==> config.mk <==
export PLATFORM = sky130hd
export DESIGN_NAME = lp_serializer_scheduler
export DESIGN_NICKNAME = d
export VERILOG_FILES = /design/src/rtl/lp_serializer_scheduler.sv
export SDC_FILE = /design/constraint.sdc
export NUM_CORES = 1
export LEC_CHECK = 0
export CORE_UTILIZATION = 37
export DETAILED_ROUTE_END_ITERATION = 10
export PLACE_DENSITY_LB_ADDON = 0.3
export SLEW_MARGIN = 20
export SYNTH_ARGS = -nofsm -noshare
export SYNTH_HDL_FRONTEND = slang
export SYNTH_SLANG_ARGS = --single-unit
==> constraint.sdc <==
create_clock -name CLK -period 1.6 [get_ports CLK]
set_clock_uncertainty 0.05 [all_clocks]
set_input_delay 0.16 -clock CLK [delete_from_list [all_inputs] [get_ports CLK]]
set_output_delay 0.16 -clock CLK [all_outputs]
set_load 0.05 [all_outputs]
==> src/rtl/lp_serializer_scheduler.sv <==
// Round-robin scheduler that shares one tree serializer between NUM_REQ requesters.
// Each granted word is held on PAR_IN for HOLD_CYCLES, followed by GAP_CYCLES of IDLE_WORD.
module lp_serializer_scheduler #(
    parameter int               NUM_REQ     = 4,
    parameter int               WIDTH       = 16,
    parameter int               HOLD_CYCLES = 16,
    parameter int               GAP_CYCLES  = 2,
    parameter logic [WIDTH-1:0] IDLE_WORD   = '0,
    localparam int              ID_W        = $clog2(NUM_REQ)
) (
    input  logic                     CLK,
    input  logic                     RESET,
    input  logic [NUM_REQ-1:0]       REQ_VALID,
    input  logic [NUM_REQ*WIDTH-1:0] REQ_DATA,
    output logic [NUM_REQ-1:0]       REQ_READY,
    output logic [WIDTH-1:0]         PAR_IN,
    output logic [ID_W-1:0]          GRANT_ID,
    output logic                     WORD_START,
    output logic                     BUSY
);

    localparam int MAX_CNT = (HOLD_CYCLES > GAP_CYCLES) ? HOLD_CYCLES : GAP_CYCLES;
    localparam int CNT_W   = (MAX_CNT > 1) ? $clog2(MAX_CNT) : 1;

    typedef enum logic [1:0] {ST_IDLE, ST_HOLD, ST_GAP} state_t;

    state_t                         state;
    logic [CNT_W-1:0]               cnt;
    logic [ID_W-1:0]                last;
    logic [NUM_REQ-1:0][WIDTH-1:0]  req_word;
    logic                           gnt_any;
    logic [ID_W-1:0]                gnt_idx;
    logic [ID_W-1:0]                cand;

    genvar i;
    generate
        for (i = 0; i < NUM_REQ; i++) begin : g_unpack
            assign req_word[i] = REQ_DATA[i*WIDTH +: WIDTH];
        end
    endgenerate

    // Search starts one past the last grant, so the most recent winner has lowest priority.
    always_comb begin
        gnt_any = 1'b0;
        gnt_idx = '0;
        cand    = '0;
        for (int k = 1; k <= NUM_REQ; k++) begin
            cand = ID_W'((int'(last) + k) % NUM_REQ);
            if (!gnt_any && REQ_VALID[cand]) begin
                gnt_any = 1'b1;
                gnt_idx = cand;
            end
        end
    end

    always_comb begin
        REQ_READY = '0;
        if (!RESET && state == ST_IDLE && gnt_any)
            REQ_READY[gnt_idx] = 1'b1;
    end

    always_ff @(posedge CLK) begin
        if (RESET) begin
            state      <= ST_IDLE;
            cnt        <= '0;
            last       <= ID_W'(NUM_REQ - 1);
            PAR_IN     <= IDLE_WORD;
            GRANT_ID   <= '0;
            WORD_START <= 1'b0;
            BUSY       <= 1'b0;
        end else begin
            WORD_START <= 1'b0;
            case (state)
                ST_IDLE: begin
                    if (gnt_any) begin
                        PAR_IN     <= req_word[gnt_idx];
                        GRANT_ID   <= gnt_idx;
                        last       <= gnt_idx;
                        WORD_START <= 1'b1;
                        BUSY       <= 1'b1;
                        cnt        <= CNT_W'(HOLD_CYCLES - 1);
                        state      <= ST_HOLD;
                    end
                end
                ST_HOLD: begin
                    if (cnt != '0) begin
                        cnt <= cnt - CNT_W'(1);
                    end else begin
                        PAR_IN <= IDLE_WORD;
                        if (GAP_CYCLES > 0) begin
                            cnt   <= CNT_W'(GAP_CYCLES - 1);
                            state <= ST_GAP;
                        end else begin
                            BUSY  <= 1'b0;
                            state <= ST_IDLE;
                        end
                    end
                end
                ST_GAP: begin
                    if (cnt != '0) begin
                        cnt <= cnt - CNT_W'(1);
                    end else begin
                        BUSY  <= 1'b0;
                        state <= ST_IDLE;
                    end
                end
                default: state <= ST_IDLE;
            endcase
        end
    end

endmodule

==> results.sh <==
export IMPL_outcome="finished with violations"
export IMPL_violations="negative setup slack"
export IMPL_cts_buffers=3
export IMPL_netlist_instances=221
export IMPL_dp_cells=412
export IMPL_setup_tns_ns=-3.32
export IMPL_dp_slack_ns=-0.465
export IMPL_seq_area_frac_synth_pct=28.6
export IMPL_synth_top_family_by_area="simple AND/OR/NAND/NOR gates"
export IMPL_antenna_found_initial=0
export IMPL_worstPathCellList="inv_2 > ha_4 > o41ai_4 > buf_4 > nor2_4 > nand2_4 > nor2b_4 > buf_12"
export IMPL_syn_nets=297
export IMPL_syn_area_per_cell_um2=8.88
export IMPL_rsz0062_at_grt="yes"
export IMPL_via_per_inst=5.07
export IMPL_required_ns=1.39
export IMPL_hp_start="GRANT_ID[1]$_SDFFE_PP0P_"
export IMPL_die_x_um=74.8
export IMPL_area_delta_synth_final_pct=92.2
export IMPL_first_global_vias=2015
export IMPL_synth_fa_ha_area_share_pct=3.83
export IMPL_layout_drive_gt1_share_pct=48.3
export IMPL_synthFlopType="dfxtp_1"
export IMPL_clock_latency_ns=0.27
export IMPL_yosys_top_cells_area="dfxtp_1, mux2_2, mux2i_1, nand3_1, o211ai_2"
export IMPL_setup_violations=22
export IMPL_drt_iter0_drc=38
export IMPL_hold_path_cell_count=2
export IMPL_ff2ff_setup_slack_ns=-0.18
export IMPL_antenna_cells=0
export IMPL_io_buffers=93
export IMPL_fin_area_mm2=0.00377
export IMPL_syn_area_mm2=0.00196
export IMPL_synthXorXnorAreaFrac_pct=0.446
export IMPL_synth_edf_count=0
export IMPL_nets=440
export IMPL_final_cell_mix="clkdlybuf4s50_1, buf_4, nand2_1, dfxtp_1, nand3_2"
export IMPL_worst_path_max_fanout=3
export IMPL_cts_buffer_depth=2
export IMPL_r2r_cells=10
export IMPL_synth_mux_area_share_pct=18.4
export IMPL_yosys_area_share_simple_pct=22.9
export IMPL_r2r_end="PAR_IN[12]$_SDFFE_PP0P_"
export IMPL_io_pins=94
export IMPL_fin_ws_ns=-0.189
export IMPL_cts_tree="yes"
export IMPL_globalRouteTotalUtil_pct=20.9
export IMPL_cts_clk_slew_worst_paths_ns=0.09
export IMPL_dp_hpwl_um=4500
export IMPL_routed_wl_um=6210
export IMPL_synth_compound_area_share_pct=20.1
export IMPL_instances_no_fill=432
export IMPL_gp_congestion=0.894
export IMPL_power_mw=5.50
export IMPL_drv_slew=0
export IMPL_overflow=0
export IMPL_p_leak_nw=1.54
export IMPL_route_vias_total=2190
export IMPL_start_util_pct=38.4
export IMPL_hp_class="reg2reg"
export IMPL_htreeDepth=1
export IMPL_drv_cap=0
export IMPL_hold_viol=0
export IMPL_tightest_slew_ns=0.378
export IMPL_first_pass_iters=4
export IMPL_synth_top_area_share_pct=28.6
export IMPL_grt_start_max_net_pins=25
export IMPL_cts_hold_buffers=0
export IMPL_ctsRootBufferMaster="clkbuf_8"
export IMPL_cpPeakStageDelay_ns=0.34
export IMPL_core_area_mm2=0.00511
export IMPL_crit_type="reg2out"
export IMPL_min_period_ns=1.79
export IMPL_regToRegStartpoint="state[0]$_SDFFE_PP0P_"
export IMPL_place_area_mm2=0.00336
export IMPL_cts_sinks=28
export IMPL_synth_seq_cells=28
export IMPL_power_density_mw_per_mm2=1460
export IMPL_critPathLaunchType="register"
export IMPL_grt_pass1_wl_um=9180
export IMPL_period_share_pct=112
export IMPL_peakVddDrop_mv=0.816
export IMPL_dieArea_mm2=0.00560
export IMPL_relSlewSlack_pct=74.6
export IMPL_rows=26
export IMPL_postRouteAntennaNets=0
export IMPL_async_flop_share_pct=0
export IMPL_yosysWarningCount=0
export IMPL_worst_setup_path_end_kind="output pin"
export IMPL_post_drt_wl_per_cell_um=14.4
export IMPL_max_freq_mhz=559
export IMPL_hold_end="GRANT_ID[1]$_SDFFE_PP0P_"
export IMPL_cp_arrival_ns=1.58
export IMPL_yosysTopAreaCell="dfxtp_1"
export IMPL_synth_cell_types=38
export IMPL_die_h_um=74.8
export IMPL_worst_path_max_delay_cell="dfxtp_2"
export IMPL_drc_errors=0
[Yosys cell counts, types with 2 or more instances]
| cell | count |
|---|---|
| o211ai_2 | 10 |
| a21oi_1 | 8 |
| a21oi_2 | 2 |
| nor3_1 | 2 |
| ha_1 | 6 |
| inv_1 | 4 |
| mux2i_1 | 17 |
| nand2b_1 | 6 |
| buf_2 | 8 |
| a22oi_1 | 2 |
| nor2_1 | 13 |
| nand2_1 | 26 |
| buf_6 | 3 |
| mux2_2 | 17 |
| nand3_1 | 32 |
| nor2b_1 | 4 |
| o21ai_0 | 7 |
| dfxtp_1 | 28 |
| o211ai_1 | 7 |
[metrics by stage]
step	hold WS, ns	utilization (%)
floorplan	0.182	-
global placement	0.397	65.8
detailed placement	0.410	65.8
CTS	0.435	71.6
global route	0.450	73.8
finish	0.432	73.8
[routing by layer]
layer	wire length [µm]	global-route usage, %	share of wire [%]
met1	2650	27.5	43
met2	3110	37.5	50
met3	426	2.81	6.9
met4	23	2.52	0.37
met5	0	0	0
[cell families (layout without fill, tap and decap cells)]
family,count (synthesis),count (layout)
flip-flops,28,28
AND/OR/NAND/NOR,89,89
AO/OA/AOI/OAI,45,45
buffers and inverters,18,159
multiplexers,34,34
adder cells (fa/ha/maj),6,6
XOR/XNOR,1,1
[power breakdown]
group / leakage, nW / switching, mW / internal [mW]
combinational: 1.28 / 2.11 / 1.84
sequential: 0.233 / 0.188 / 0.974
clock: 0.0216 / 0.218 / 0.169
total: 1.54 / 2.51 / 2.98
[state kept, by name, summed over array words and instances, names as in the netlist]
signal	count
BUSY	1
cnt	4
last	2
PAR_IN	16
WORD_START	1
GRANT_ID	2
state	2
[worst max-delay path by stage]
stage | cells after the start | start | endpoint
final | 8 | state[0]$_SDFFE_PP0P_ | REQ_READY[3]
after global routing | 8 | state[0]$_SDFFE_PP0P_ | REQ_READY[3]
after CTS | 10 | state[1]$_SDFFE_PP0P_ | PAR_IN[6]$_SDFFE_PP0P_
after detailed placement | 8 | REQ_VALID[1] | REQ_READY[1]
after global placement | 7 | REQ_VALID[0] | PAR_IN[4]$_SDFFE_PP0P_
after floorplan | 9 | state[0]$_SDFFE_PP0P_ | PAR_IN[10]$_SDFFE_PP0P_
[final cells by class]
type	count	area (µm²)
Inverter	4	15.0
Multi-Input combinational cell	175	1630
Tap cell	70	87.6
Sequential cell	28	569
Timing Repair Buffer	152	1420
Fill cell	377	1340
Clock buffer	3	41.3
[critical path: cells and delay by family (launching register included)]
family	cells	cell delay [ns]
buffers and inverters	3	0.37
and+or+nand+nor	3	0.37
DFF	1	0.34
adders and majority gates	1	0.16
AOI/OAI and AO/OA	1	0.08
[what timing repair did]
| item | in CTS | in global routing |
|---|---|---|
| cloned | 2 | 0 |
| setup buffers | 11 | 4 |
| resized for setup | 40 | 22 |
| pin swaps | 18 | 11 |
| endpoints found under the setup margin | 26 | 28 |
Power figures use the tool's default switching activity.
